===== src/rtl/multdiv_pkg.sv =====
// -----------------------------------------------------------------------------
// multdiv_pkg
//   Shared definitions for the multdiv sequencer: state and operation
//   encodings, default datapath iteration counts, the most-negative operand
//   value used by the signed-divide overflow check, and a helper that sizes the
//   iteration counter.
// -----------------------------------------------------------------------------
package multdiv_pkg;

  localparam int WIDTH_DEF       = 32;
  localparam int DIV_CYCLES_DEF  = 32;
  localparam int MULT_CYCLES_DEF = 32;

  typedef logic [2:0] state_t;
  localparam state_t ST_IDLE    = 3'd0;
  localparam state_t ST_LOAD    = 3'd1;
  localparam state_t ST_RUN     = 3'd2;
  localparam state_t ST_CAPTURE = 3'd3;
  localparam state_t ST_DONE    = 3'd4;

  typedef logic op_t;
  localparam op_t OP_MUL = 1'b0;
  localparam op_t OP_DIV = 1'b1;

  localparam logic [WIDTH_DEF-1:0] INT_MIN = 32'h8000_0000;

  // Bits needed to count 0 .. max(a,b)-1; never narrower than one bit.
  function automatic int cnt_width(input int a, input int b);
    int m;
    m = (a > b) ? a : b;
    return (m <= 1) ? 1 : $clog2(m);
  endfunction

endpackage


===== src/rtl/multdiv_if.sv =====
// -----------------------------------------------------------------------------
// multdiv_if
//   Bundles every non-clock signal of the multdiv sequencer.
//   master : processor + datapath side (drives commands, operands, mult_prod,
//            div_quot; observes result, flags, start pulses, dp_A/dp_B)
//   slave  : the sequencer itself (multdiv_ctrl)
// -----------------------------------------------------------------------------
interface multdiv_if
  import multdiv_pkg::*;
#(
  parameter int WIDTH = WIDTH_DEF
) ();

  // Processor command side
  logic               ctrl_MULT;
  logic               ctrl_DIV;
  logic [WIDTH-1:0]   data_operandA;
  logic [WIDTH-1:0]   data_operandB;
  logic [WIDTH-1:0]   data_result;
  logic               data_exception;
  logic               data_resultRDY;
  logic               busy;

  // Datapath side
  logic               mult_start;
  logic               div_start;
  logic [WIDTH-1:0]   dp_A;
  logic [WIDTH-1:0]   dp_B;
  logic [2*WIDTH-1:0] mult_prod;
  logic [WIDTH-1:0]   div_quot;

  modport master (
    output ctrl_MULT, ctrl_DIV, data_operandA, data_operandB, mult_prod, div_quot,
    input  data_result, data_exception, data_resultRDY, busy,
           mult_start, div_start, dp_A, dp_B
  );

  modport slave (
    input  ctrl_MULT, ctrl_DIV, data_operandA, data_operandB, mult_prod, div_quot,
    output data_result, data_exception, data_resultRDY, busy,
           mult_start, div_start, dp_A, dp_B
  );

endinterface


===== src/rtl/multdiv_cycle_counter.sv =====
// -----------------------------------------------------------------------------
// multdiv_cycle_counter
//   Iteration counter with synchronous clear and count enable. o_tc compares
//   the current count against a limit supplied at run time, so one counter
//   serves both the multiply and divide iteration lengths.
//   Ports:
//     clock    in   rising-edge clock
//     reset    in   asynchronous active-low reset
//     i_clr    in   synchronous clear (wins over i_en)
//     i_en     in   increment enable
//     i_limit  in   terminal count value
//     o_count  out  current count
//     o_tc     out  count equals i_limit
// -----------------------------------------------------------------------------
module multdiv_cycle_counter #(
  parameter int CNT_W = 5
) (
  input  logic             clock,
  input  logic             reset,
  input  logic             i_clr,
  input  logic             i_en,
  input  logic [CNT_W-1:0] i_limit,
  output logic [CNT_W-1:0] o_count,
  output logic             o_tc
);

  logic [CNT_W-1:0] r_count;

  // NOTE: clocked state uses non-blocking (<=) so every register samples the
  // pre-edge value of every other register, independent of block ordering.
  always_ff @(posedge clock or negedge reset) begin
    if (!reset) begin
      r_count <= '0;
    end else if (i_clr) begin
      r_count <= '0;
    end else if (i_en) begin
      r_count <= r_count + 1'b1;
    end
  end

  assign o_count = r_count;
  assign o_tc    = (r_count == i_limit);

endmodule


===== src/rtl/multdiv_ctrl.sv =====
// -----------------------------------------------------------------------------
// multdiv_ctrl
//   Sequencer between the processor's multdiv interface and the iterative
//   multiplier / divider datapaths. A one-cycle ctrl_MULT / ctrl_DIV latches
//   the operands, pulses the matching datapath start, waits the datapath's
//   iteration count, captures the result with its exception flag and returns
//   a one-cycle data_resultRDY. Divide-by-zero and INT_MIN / -1 are answered
//   directly without running the divider. A new command always restarts the
//   sequence, silently dropping any operation still in flight.
//   Ports:
//     clock  in   rising-edge clock
//     reset  in   asynchronous active-low reset
//     bus    slave modport of multdiv_if (commands, operands, result, flags,
//            start pulses, datapath operands and datapath results)
// -----------------------------------------------------------------------------
module multdiv_ctrl
  import multdiv_pkg::*;
#(
  parameter int WIDTH       = WIDTH_DEF,
  parameter int DIV_CYCLES  = DIV_CYCLES_DEF,
  parameter int MULT_CYCLES = MULT_CYCLES_DEF
) (
  input  logic     clock,
  input  logic     reset,
  multdiv_if.slave bus
);

  localparam int CNT_W = cnt_width(DIV_CYCLES, MULT_CYCLES);
  // Most-negative value at this WIDTH, taken from the package's sign bit.
  localparam logic [WIDTH-1:0] L_INT_MIN   = {INT_MIN[WIDTH_DEF-1], {(WIDTH-1){1'b0}}};
  localparam logic [CNT_W-1:0] L_DIV_LAST  = CNT_W'(DIV_CYCLES - 1);
  localparam logic [CNT_W-1:0] L_MULT_LAST = CNT_W'(MULT_CYCLES - 1);

  state_t           r_state;
  state_t           w_next;
  op_t              r_op;
  logic [WIDTH-1:0] r_dp_a;
  logic [WIDTH-1:0] r_dp_b;
  logic [WIDTH-1:0] r_result;
  logic             r_exception;

  logic             w_cmd;
  op_t              w_cmd_op;
  logic             w_fast;
  logic [WIDTH-1:0] w_fast_result;
  logic             w_mul_ovf;
  logic [CNT_W-1:0] w_limit;
  logic [CNT_W-1:0] w_count;
  logic             w_tc;
  logic             w_cnt_clr;
  logic             w_cnt_en;
  logic             w_busy;
  logic             w_rdy;
  logic             w_mult_start;
  logic             w_div_start;

  // Multiply wins when both commands arrive together.
  assign w_cmd    = bus.ctrl_MULT | bus.ctrl_DIV;
  assign w_cmd_op = bus.ctrl_MULT ? OP_MUL : OP_DIV;

  // Divide cases with a known answer, evaluated on the latched operands.
  assign w_fast        = (r_op == OP_DIV) &&
                         ((r_dp_b == '0) || ((r_dp_a == L_INT_MIN) && (r_dp_b == '1)));
  assign w_fast_result = (r_dp_b == '0) ? '0 : L_INT_MIN;

  // The low half is a valid signed result only if the high half is its sign
  // extension.
  assign w_mul_ovf = (bus.mult_prod[2*WIDTH-1:WIDTH] != {WIDTH{bus.mult_prod[WIDTH-1]}});

  assign w_limit   = (r_op == OP_MUL) ? L_MULT_LAST : L_DIV_LAST;
  assign w_cnt_clr = (r_state == ST_LOAD);
  // Holding at the terminal count keeps the counter from wrapping on RUN exit.
  assign w_cnt_en  = (r_state == ST_RUN) && !w_tc;

  multdiv_cycle_counter #(
    .CNT_W (CNT_W)
  ) u_counter (
    .clock   (clock),
    .reset   (reset),
    .i_clr   (w_cnt_clr),
    .i_en    (w_cnt_en),
    .i_limit (w_limit),
    .o_count (w_count),
    .o_tc    (w_tc)
  );

  // State register
  always_ff @(posedge clock or negedge reset) begin
    if (!reset) begin
      r_state <= ST_IDLE;
    end else begin
      r_state <= w_next;
    end
  end

  // Next-state logic: a command from any state restarts at LOAD.
  // NOTE: w_next gets a default before the case so no path leaves it
  // unassigned, which would otherwise infer a latch.
  always_comb begin
    w_next = r_state;
    if (w_cmd) begin
      w_next = ST_LOAD;
    end else begin
      case (r_state)
        ST_IDLE:    w_next = ST_IDLE;
        ST_LOAD:    w_next = w_fast ? ST_DONE : ST_RUN;
        ST_RUN:     w_next = w_tc ? ST_CAPTURE : ST_RUN;
        ST_CAPTURE: w_next = ST_DONE;
        ST_DONE:    w_next = ST_IDLE;
        default:    w_next = ST_IDLE;
      endcase
    end
  end

  // Operand and operation latch, loaded only in the command cycle.
  always_ff @(posedge clock or negedge reset) begin
    if (!reset) begin
      r_op   <= OP_MUL;
      r_dp_a <= '0;
      r_dp_b <= '0;
    end else if (w_cmd) begin
      r_op   <= w_cmd_op;
      r_dp_a <= bus.data_operandA;
      r_dp_b <= bus.data_operandB;
    end
  end

  // Result and exception hold until the next completion. A command arriving
  // in the same cycle aborts the operation, so nothing is written then.
  always_ff @(posedge clock or negedge reset) begin
    if (!reset) begin
      r_result    <= '0;
      r_exception <= 1'b0;
    end else if (!w_cmd) begin
      if (r_state == ST_CAPTURE) begin
        if (r_op == OP_DIV) begin
          r_result    <= bus.div_quot;
          r_exception <= 1'b0;
        end else begin
          r_result    <= bus.mult_prod[WIDTH-1:0];
          r_exception <= w_mul_ovf;
        end
      end else if ((r_state == ST_LOAD) && w_fast) begin
        r_result    <= w_fast_result;
        r_exception <= 1'b1;
      end
    end
  end

  // Outputs decoded from the state register only, so they are glitch-free and
  // cleared directly by reset.
  always_comb begin
    w_busy       = 1'b0;
    w_rdy        = 1'b0;
    w_mult_start = 1'b0;
    w_div_start  = 1'b0;
    case (r_state)
      ST_LOAD: begin
        w_busy       = 1'b1;
        w_mult_start = (r_op == OP_MUL);
        w_div_start  = (r_op == OP_DIV) && !w_fast;
      end
      ST_RUN, ST_CAPTURE: w_busy = 1'b1;
      ST_DONE:            w_rdy  = 1'b1;
      default: ;
    endcase
  end

  assign bus.data_result    = r_result;
  assign bus.data_exception = r_exception;
  assign bus.data_resultRDY = w_rdy;
  assign bus.busy           = w_busy;
  assign bus.mult_start     = w_mult_start;
  assign bus.div_start      = w_div_start;
  assign bus.dp_A           = r_dp_a;
  assign bus.dp_B           = r_dp_b;

endmodule


===== src/flat_wrapper.sv =====
// flat-port wrapper written by rule: the top's interface ports become plain ports
module multdiv_ctrl_flat import multdiv_pkg::*;
#(
  parameter int WIDTH       = WIDTH_DEF,
  parameter int DIV_CYCLES  = DIV_CYCLES_DEF,
  parameter int MULT_CYCLES = MULT_CYCLES_DEF
)
  (clock, reset, bus_ctrl_MULT, bus_ctrl_DIV, bus_data_operandA, bus_data_operandB, bus_mult_prod, bus_div_quot, bus_data_result, bus_data_exception, bus_data_resultRDY, bus_busy, bus_mult_start, bus_div_start, bus_dp_A, bus_dp_B);
  multdiv_if #(.WIDTH(WIDTH)) bus_i ();
  input  logic clock;
  input  logic reset;
  input wire logic [$bits(bus_i.ctrl_MULT)-1:0] bus_ctrl_MULT;
  input wire logic [$bits(bus_i.ctrl_DIV)-1:0] bus_ctrl_DIV;
  input wire logic [$bits(bus_i.data_operandA)-1:0] bus_data_operandA;
  input wire logic [$bits(bus_i.data_operandB)-1:0] bus_data_operandB;
  input wire logic [$bits(bus_i.mult_prod)-1:0] bus_mult_prod;
  input wire logic [$bits(bus_i.div_quot)-1:0] bus_div_quot;
  output wire logic [$bits(bus_i.data_result)-1:0] bus_data_result;
  output wire logic [$bits(bus_i.data_exception)-1:0] bus_data_exception;
  output wire logic [$bits(bus_i.data_resultRDY)-1:0] bus_data_resultRDY;
  output wire logic [$bits(bus_i.busy)-1:0] bus_busy;
  output wire logic [$bits(bus_i.mult_start)-1:0] bus_mult_start;
  output wire logic [$bits(bus_i.div_start)-1:0] bus_div_start;
  output wire logic [$bits(bus_i.dp_A)-1:0] bus_dp_A;
  output wire logic [$bits(bus_i.dp_B)-1:0] bus_dp_B;
  assign bus_i.ctrl_MULT = bus_ctrl_MULT;
  assign bus_i.ctrl_DIV = bus_ctrl_DIV;
  assign bus_i.data_operandA = bus_data_operandA;
  assign bus_i.data_operandB = bus_data_operandB;
  assign bus_i.mult_prod = bus_mult_prod;
  assign bus_i.div_quot = bus_div_quot;
  assign bus_data_result = bus_i.data_result;
  assign bus_data_exception = bus_i.data_exception;
  assign bus_data_resultRDY = bus_i.data_resultRDY;
  assign bus_busy = bus_i.busy;
  assign bus_mult_start = bus_i.mult_start;
  assign bus_div_start = bus_i.div_start;
  assign bus_dp_A = bus_i.dp_A;
  assign bus_dp_B = bus_i.dp_B;
  multdiv_ctrl #(.WIDTH(WIDTH), .DIV_CYCLES(DIV_CYCLES), .MULT_CYCLES(MULT_CYCLES)) u_core (.clock(clock), .reset(reset), .bus(bus_i));
endmodule

===== config.mk =====
export PLATFORM = sky130hd
export DESIGN_NAME = multdiv_ctrl_flat
export DESIGN_NICKNAME = d
export VERILOG_FILES = /design/src/rtl/multdiv_pkg.sv /design/src/rtl/multdiv_if.sv /design/src/rtl/multdiv_cycle_counter.sv /design/src/rtl/multdiv_ctrl.sv /design/src/flat_wrapper.sv
export SDC_FILE = /design/constraint.sdc
export NUM_CORES = 1
export LEC_CHECK = 0
export ABC_CLOCK_PERIOD_IN_PS = 2320
export BUFFER_PORTS_ARGS = -buffer_cell sky130_fd_sc_hd__clkbuf_2
export CAP_MARGIN = 25
export CORE_ASPECT_RATIO = 0.8
export CORE_UTILIZATION = 45
export DETAILED_ROUTE_END_ITERATION = 7
export GPL_TIMING_DRIVEN = 0
export PLACE_DENSITY = 0.84
export SETUP_SLACK_MARGIN = 0.02
export SLEW_MARGIN = 10
export SYNTH_ARGS = -nofsm -noshare
export SYNTH_HDL_FRONTEND = slang
export SYNTH_SLANG_ARGS = --single-unit

===== constraint.sdc =====
create_clock -name clock -period 2.32 [get_ports clock]
set_clock_uncertainty 0.1 [all_clocks]
set_input_delay 0.348 -clock clock [delete_from_list [all_inputs] [get_ports clock]]
set_output_delay 0.348 -clock clock [all_outputs]
set_load 0.01 [all_outputs]

==> flow_summary.toml, run 1 <==
[run]
cap_viol_max_count = 0

[power]
seq_power_share_pct = 44.7
peakVddDrop_uv = 565
p_comb_share_pct = 24.7
pwr-share-clk_pct = 30.6
p_switching_uw = 1540
p_per_area_mw_per_mm2 = 719
p_int_uw = 3640
p_sw_share_pct = 29.7
p_leak_uw = 0.00348

[place]
routabilityCongestion = 0.809
io_buffers = 263
place_worst_setup_slack_ns = -0.411
dp_hpwl_mm = 10.7
placed_area_sq_mm = 0.00643

[routing]
routedWlPerCell_microns = 17.6
num_vias = 4534
drc_errors = 0
drt-vias-per-instance = 5.36
dr.pass1.iters = 4
drtAntennaViolNets = 0
drtIter0Drc = 137
drt_wl_total_mm = 14.9

[global_routing]
antenna_found_initial = 0
grt-ovfl-total = 0
grt_usage_pct = 25.2
grt_pass1_wl_mm = 22.2
grt_max_degree = 107
first_global_vias = 4491

[critical_path]
worstReg2RegEnd = "u_core.bus.data_result[29]"
worstSetupStartpointType = "register"
crit_fanout = 2
r2r-start = "u_core.bus.dp_A[26]"
reg2reg_depth = 8
crit_required_ns = 1.87
reg2reg_slack_ns = -0.20
worstSetupPathType = "register to output port"
worstPathArrival_ns = 2.15
crit_path_end_kind = "output port"

[clock_tree]
cts_tree = "yes"
insertion_delay_ns = 0.34
cts-root-buf = "clkbuf_16"
postCtsHoldBufs = 0
numCtsBuffers = 9
cts_max_level = 3
cts_sinks = 106
clock_tree.buffer_depth = 2
clkTransAtPathRegs_ns = 0.08

[timing]
timing.hold.ws_ns = -0.00527
fin_crit_ns = 2.59
finalWorstSetupSlack_ns = -0.274
timing.fmax_ghz = 0.386
rsz0062_at_grt = "true"
fin_tns_setup_ns = -5.53
finalHoldViolations = 3
setup_viol = 34
worst_pin_slew_ns = 1.01
slew_viol_final = 0
min_period_over_period_pct = 112
relSlewSlack_pct = 32.9

[run_status]
status = "complete, but fails checks"
violations = "negative hold slack, negative setup slack"

[cells_and_area]
drive_gt1_share_pct = 57.9
fillers = 752
syn2layout_area_growth_pct = 45.9
antennaDiodeCount = 0
final_area_sq_mm = 0.00720
final_nets = 867

[die]
core_sq_mm = 0.0104
die_h_microns = 95.6
die_area_sq_mm = 0.0114
num_rows = 33
initial_core_util_pct = 47.2
fp.dieW_microns = 119
io_pins = 265

[synth]
yosysTopAreaCellShare_pct = 53.8
ys_async_sr_fraction_pct = 100
synthTopCellsByArea = "dfrtp_1, mux2_2, mux2i_1"
synth.yosys.warnings = 0
synth.avg_cell_area_sq_um = 12.0
syn_inst = 411
yosysTopAreaCell = "dfrtp_1"
synthDistinctLibCells = 42
synth_edf_count = 0
synth_ff_type = "dfrtp_1"
synthesis.nets = 577
seq_area_frac_synth_pct = 53.8
synth_area_sq_mm = 0.00493
ys_ff_latch = 106

[worst_hold_path]
min-delay-path-class = "input port to async pin"
## placed cells by master, fill, tap and decap left out, drive strengths merged, types with 2 or more instances in the layout
cell,synthesis,final
nand4,13,13
clkinv,1,2
inv,1,5
nor2,15,15
nor3,10,10
mux2,64,64
or2,2,2
and3,2,2
nand4b,3,3
dfrtp,106,106
nand3,6,6
o21ai,8,8
clkbuf,13,285
a31oi,5,5
nand2b,4,4
or4,6,6
and2,2,2
nand2,40,40
buf,10,27
a22oi,3,3
o22ai,31,31
o211ai,2,2
nor4,16,16
ha,2,2
a21oi,4,4
mux2i,32,32
## state kept, by name, summed over array words and instances (netlist names)
signal	cells
u_core.bus.dp_B	32
u_core.bus.data_result	32
u_core.u_counter.o_count	5
u_core.r_op	1
u_core.r_state	3
u_core.bus.dp_A	32
u_core.bus.data_exception	1
## power groups by stage
| stage | logic, uW | registers, uW | clock network, uW |
|---|---|---|---|
| floorplan | 416 | 2420 | 0 |
| global placement | 1040 | 2310 | 0 |
| CTS | 1190 | 2300 | 1620 |
| finish | 1280 | 2310 | 1580 |
| global route | 1380 | 2340 | 1680 |
| detailed placement | 1080 | 2330 | 0 |
## cells by family (layout without fill, tap and decap cells)
kind of cell	after synthesis	in the layout	share of synthesized area, %
simple gates	125	125	13.3
mux	96	96	21.1
xor+xnor	1	1	0.178
compound gates	56	56	8.55
flops	106	106	53.8
buf+inv	25	320	2.61
fa+ha+maj	2	2	0.507
## cells in the mapped netlist, drive strengths merged (2+ instances only)
library cell  instances
dfrtp               106
mux2                 64
nand2                40
mux2i                32
o22ai                31
nor4                 16
nor2                 15
clkbuf               13
nand4                13
buf                  10
nor3                 10
o21ai                 8
nand3                 6
or4                   6
a31oi                 5
a21oi                 4
nand2b                4
a22oi                 3
nand4b                3
and2                  2
and3                  2
ha                    2
o211ai                2
or2                   2
## per-stage QoR
step	std cells	total power [uW]	util, %	hold WS (ns)
2_1_floorplan	411	2830	-	-0.0476
3_3_place_gp	814	3350	61.5	0.404
3_5_place_dp	814	3410	61.6	0.410
4_1_cts	842	5110	68.1	0.0380
5_1_grt	846	5400	68.9	0.0567
6_report	846	5170	68.9	-0.00527
## repair_timing
action | CTS | global route
gates resized for setup | 41 | 13
hold endpoints to repair | 0 | 0
cloned | 3 | 0
pin swaps | 38 | 7
setup buffers | 10 | 7
setup endpoints to repair | 37 | 63
## final cells by class
class,count,area (sq um),share of cell area [%]
clock inverters,6,81.3,1.13
plain buffers,22,131,1.83
well taps,140,175,2.43
multi-input cells,280,2420,33.6
repair buffers,280,1510,20.9
clock buffers,10,229,3.18
inverters,2,7.51,0.104
flip-flops and latches,106,2650,36.9
## worst max-delay path, stage by stage, from the launching register on
cell,delay (ns)
dfrtp_1,0.41
or4_4,0.55
nor4_4,0.30
nand4_1,0.22
nand2_1,0.15
nor2_1,0.05
clkbuf_2,0.12
## metal layers
layer	vias to the layer above	share of wire [%]	wire length [microns]	track usage (%)
li1	2120	-	-	-
met1	2199	39	5850	28.9
met2	192	53	7840	46.9
met3	23	6.4	951	6.34
met4	0	1.5	223	6.86
met5	-	0	0	0
## worst max-delay path by stage
stage,start,endpoint,slack [ns]
after detailed placement,u_core.bus.dp_A[10],u_core.bus.data_result[30],-0.41
after floorplan,u_core.bus.dp_A[10],u_core.bus.data_result[10],0.12
final,u_core.bus.dp_A[26],bus_div_start,-0.27
after CTS,u_core.bus.dp_A[17],bus_div_start,-0.28
after global routing,u_core.bus.dp_A[26],bus_div_start,-0.34
after global placement,reset,u_core.bus.data_result[16],-0.56
No activity file was read; power rests on OpenSTA's default activity.
==> run 2: changes to the inputs <==
- RECOVER_POWER: default -> 50
==> run 2 against run 1 <==
Net effect:
- the run ends with negative setup slack left
- wire length up 0.15%
- worst hold slack better by 0.094 ns
- die area unchanged
- sequential share of layout area up 0.24 points
- first-iteration DRC count up 20%
- cell count unchanged
- combinational power down 3%
- power down 0.73%
- highest routed layer unchanged
==> flow_summary.toml, run 2 (synthesized netlist as in run 1, its figures left out) <==
[global_routing]
grt_max_degree = 107
antenna_found_initial = 0
grt_pass1_wl_mm = 22.2
first_global_vias = 4491
grt-ovfl-total = 0
grt_usage_pct = 25.2

[die]
core_sq_mm = 0.0104
die_area_sq_mm = 0.0114
fp.dieW_microns = 119
die_h_microns = 95.6
num_rows = 33
initial_core_util_pct = 47.2
io_pins = 265

[timing]
setup_viol = 34
fin_crit_ns = 2.59
relSlewSlack_pct = 4.43
slew_viol_final = 0
rsz0062_at_grt = "true"
min_period_over_period_pct = 112
worst_pin_slew_ns = 1.43
finalHoldViolations = 0
timing.fmax_ghz = 0.386
finalWorstSetupSlack_ns = -0.272

[place]
dp_hpwl_mm = 10.7
place_worst_setup_slack_ns = -0.411
place_inst = 814
io_buffers = 263
routabilityCongestion = 0.809

[power]
p_per_area_mw_per_mm2 = 718
totalPowerFinal_uw = 5140
peakVddDrop_uv = 564
p_leak_uw = 0.00338

[clock_tree]
insertion_delay_ns = 0.34
cts-root-buf = "clkbuf_16"
cts_max_level = 3
cts_sinks = 106
numCtsBuffers = 9
clkTransAtPathRegs_ns = 0.08
cts_tree = "yes"
clock_tree.buffer_depth = 2
postCtsHoldBufs = 0

[run_status]
violations = "negative setup slack"
status = "complete, but fails checks"

[routing]
routedWlPerCell_microns = 17.6
drt_wl_total_mm = 14.9
drtAntennaViolNets = 0
drc_errors = 0
num_vias = 4572
dr.pass1.iters = 4
drt-vias-per-instance = 5.40
drtIter0Drc = 164

[cells_and_area]
antennaDiodeCount = 0
stdcell_count = 846
final_common_cell = "clkbuf_2"
final_nets = 867
drive_gt1_share_pct = 53.3
final_cell_mix = "clkbuf_2, dfrtp_1, mux2_2"
syn2layout_area_growth_pct = 45.0

[critical_path]
worstPathArrival_ns = 2.14
worstSetupStartpointType = "register"
reg2reg_slack_ns = -0.20
crit_required_ns = 1.87
worstSetupPathType = "register to output port"
slowest_delay_ns = 0.55
slowest_stage = "or4_4"
critical_path.cell_chain = "or4_4 -> nor4_4 -> nand4_1 -> nand2_1 -> nor2_1 -> clkbuf_2"
crit_path_end_kind = "output port"
crit_fanout = 2

[run]
cap_viol_max_count = 0

[worst_hold_path]
min-delay-path-class = "input port to register"
run 2: changes by cell type in the layout (fill, tap and decap cells not counted):
cell	change
clkbuf_1	+33
clkbuf_4	+1
clkbuf_8	-1
clkbuf_2	-33
run 2: repair_timing:
item                       in CTS  in global routing
setup endpoints to repair      37                 63
setup buffers                  10                  7
resized for setup              41                 13
gates cloned                    3                  0
pin swaps                      38                  7
run 2: layout make-up:
cell class	instances	area (sq um)
fill	779	3300
buffer	22	131
timing repair buffer	280	1460
inverter	2	7.51
clock inverter	6	81.3
multi-input combinational	280	2420
clock buffer	10	229
sequential	106	2650
tap	140	175
run 2: worst max-delay path, delay by kind of cell (launching register included):
kind	cells	cell delay [ns]
buf+inv	1	0.12
flops	1	0.41
simple gates	5	1.27
run 2: power breakdown:
group          internal (uW)  total [uW]  switching [uW]
logic                    629        1240             615
registers               2110        2310             206
clock network            863        1580             716
total                   3600        5140            1540
run 2: through the flow:
step / hold WS [ns] / setup TNS (ns) / utilization, % / instance area (sq um)
5_1_grt: 0.0923 / -7.83 / 68.5 / 7150
3_3_place_gp: 0.404 / -79.59 / 61.5 / 6420
6_report: 0.0884 / -5.37 / 68.5 / 7150
4_1_cts: 0.0380 / -4.47 / 68.1 / 7110
2_1_floorplan: -0.0476 / 0 / - / 4930
3_5_place_dp: 0.410 / -21.41 / 61.6 / 6430
run 2: path summary, 6_finish.rpt:
kind	endpoint	depth (start not counted)	start
max	bus_div_start	6	u_core.bus.dp_A[26]
min	u_core.r_op	2	bus_ctrl_MULT
max reg2reg	u_core.bus.data_result[24]	8	u_core.bus.dp_A[26]
min reg2reg	u_core.u_counter.o_count[4]	2	u_core.u_counter.o_count[4]
max in group asynchronous	u_core.u_counter.o_count[0]	1	reset
min in group asynchronous	u_core.bus.dp_A[6]	1	reset
run 2: metal layers:
metal,wire (microns),up-vias,global-route usage [%]
met3,996,23,6.34
li1,-,2114,-
met4,230,0,6.86
met2,7890,199,46.9
met1,5770,2236,28.9
met5,0,-,0
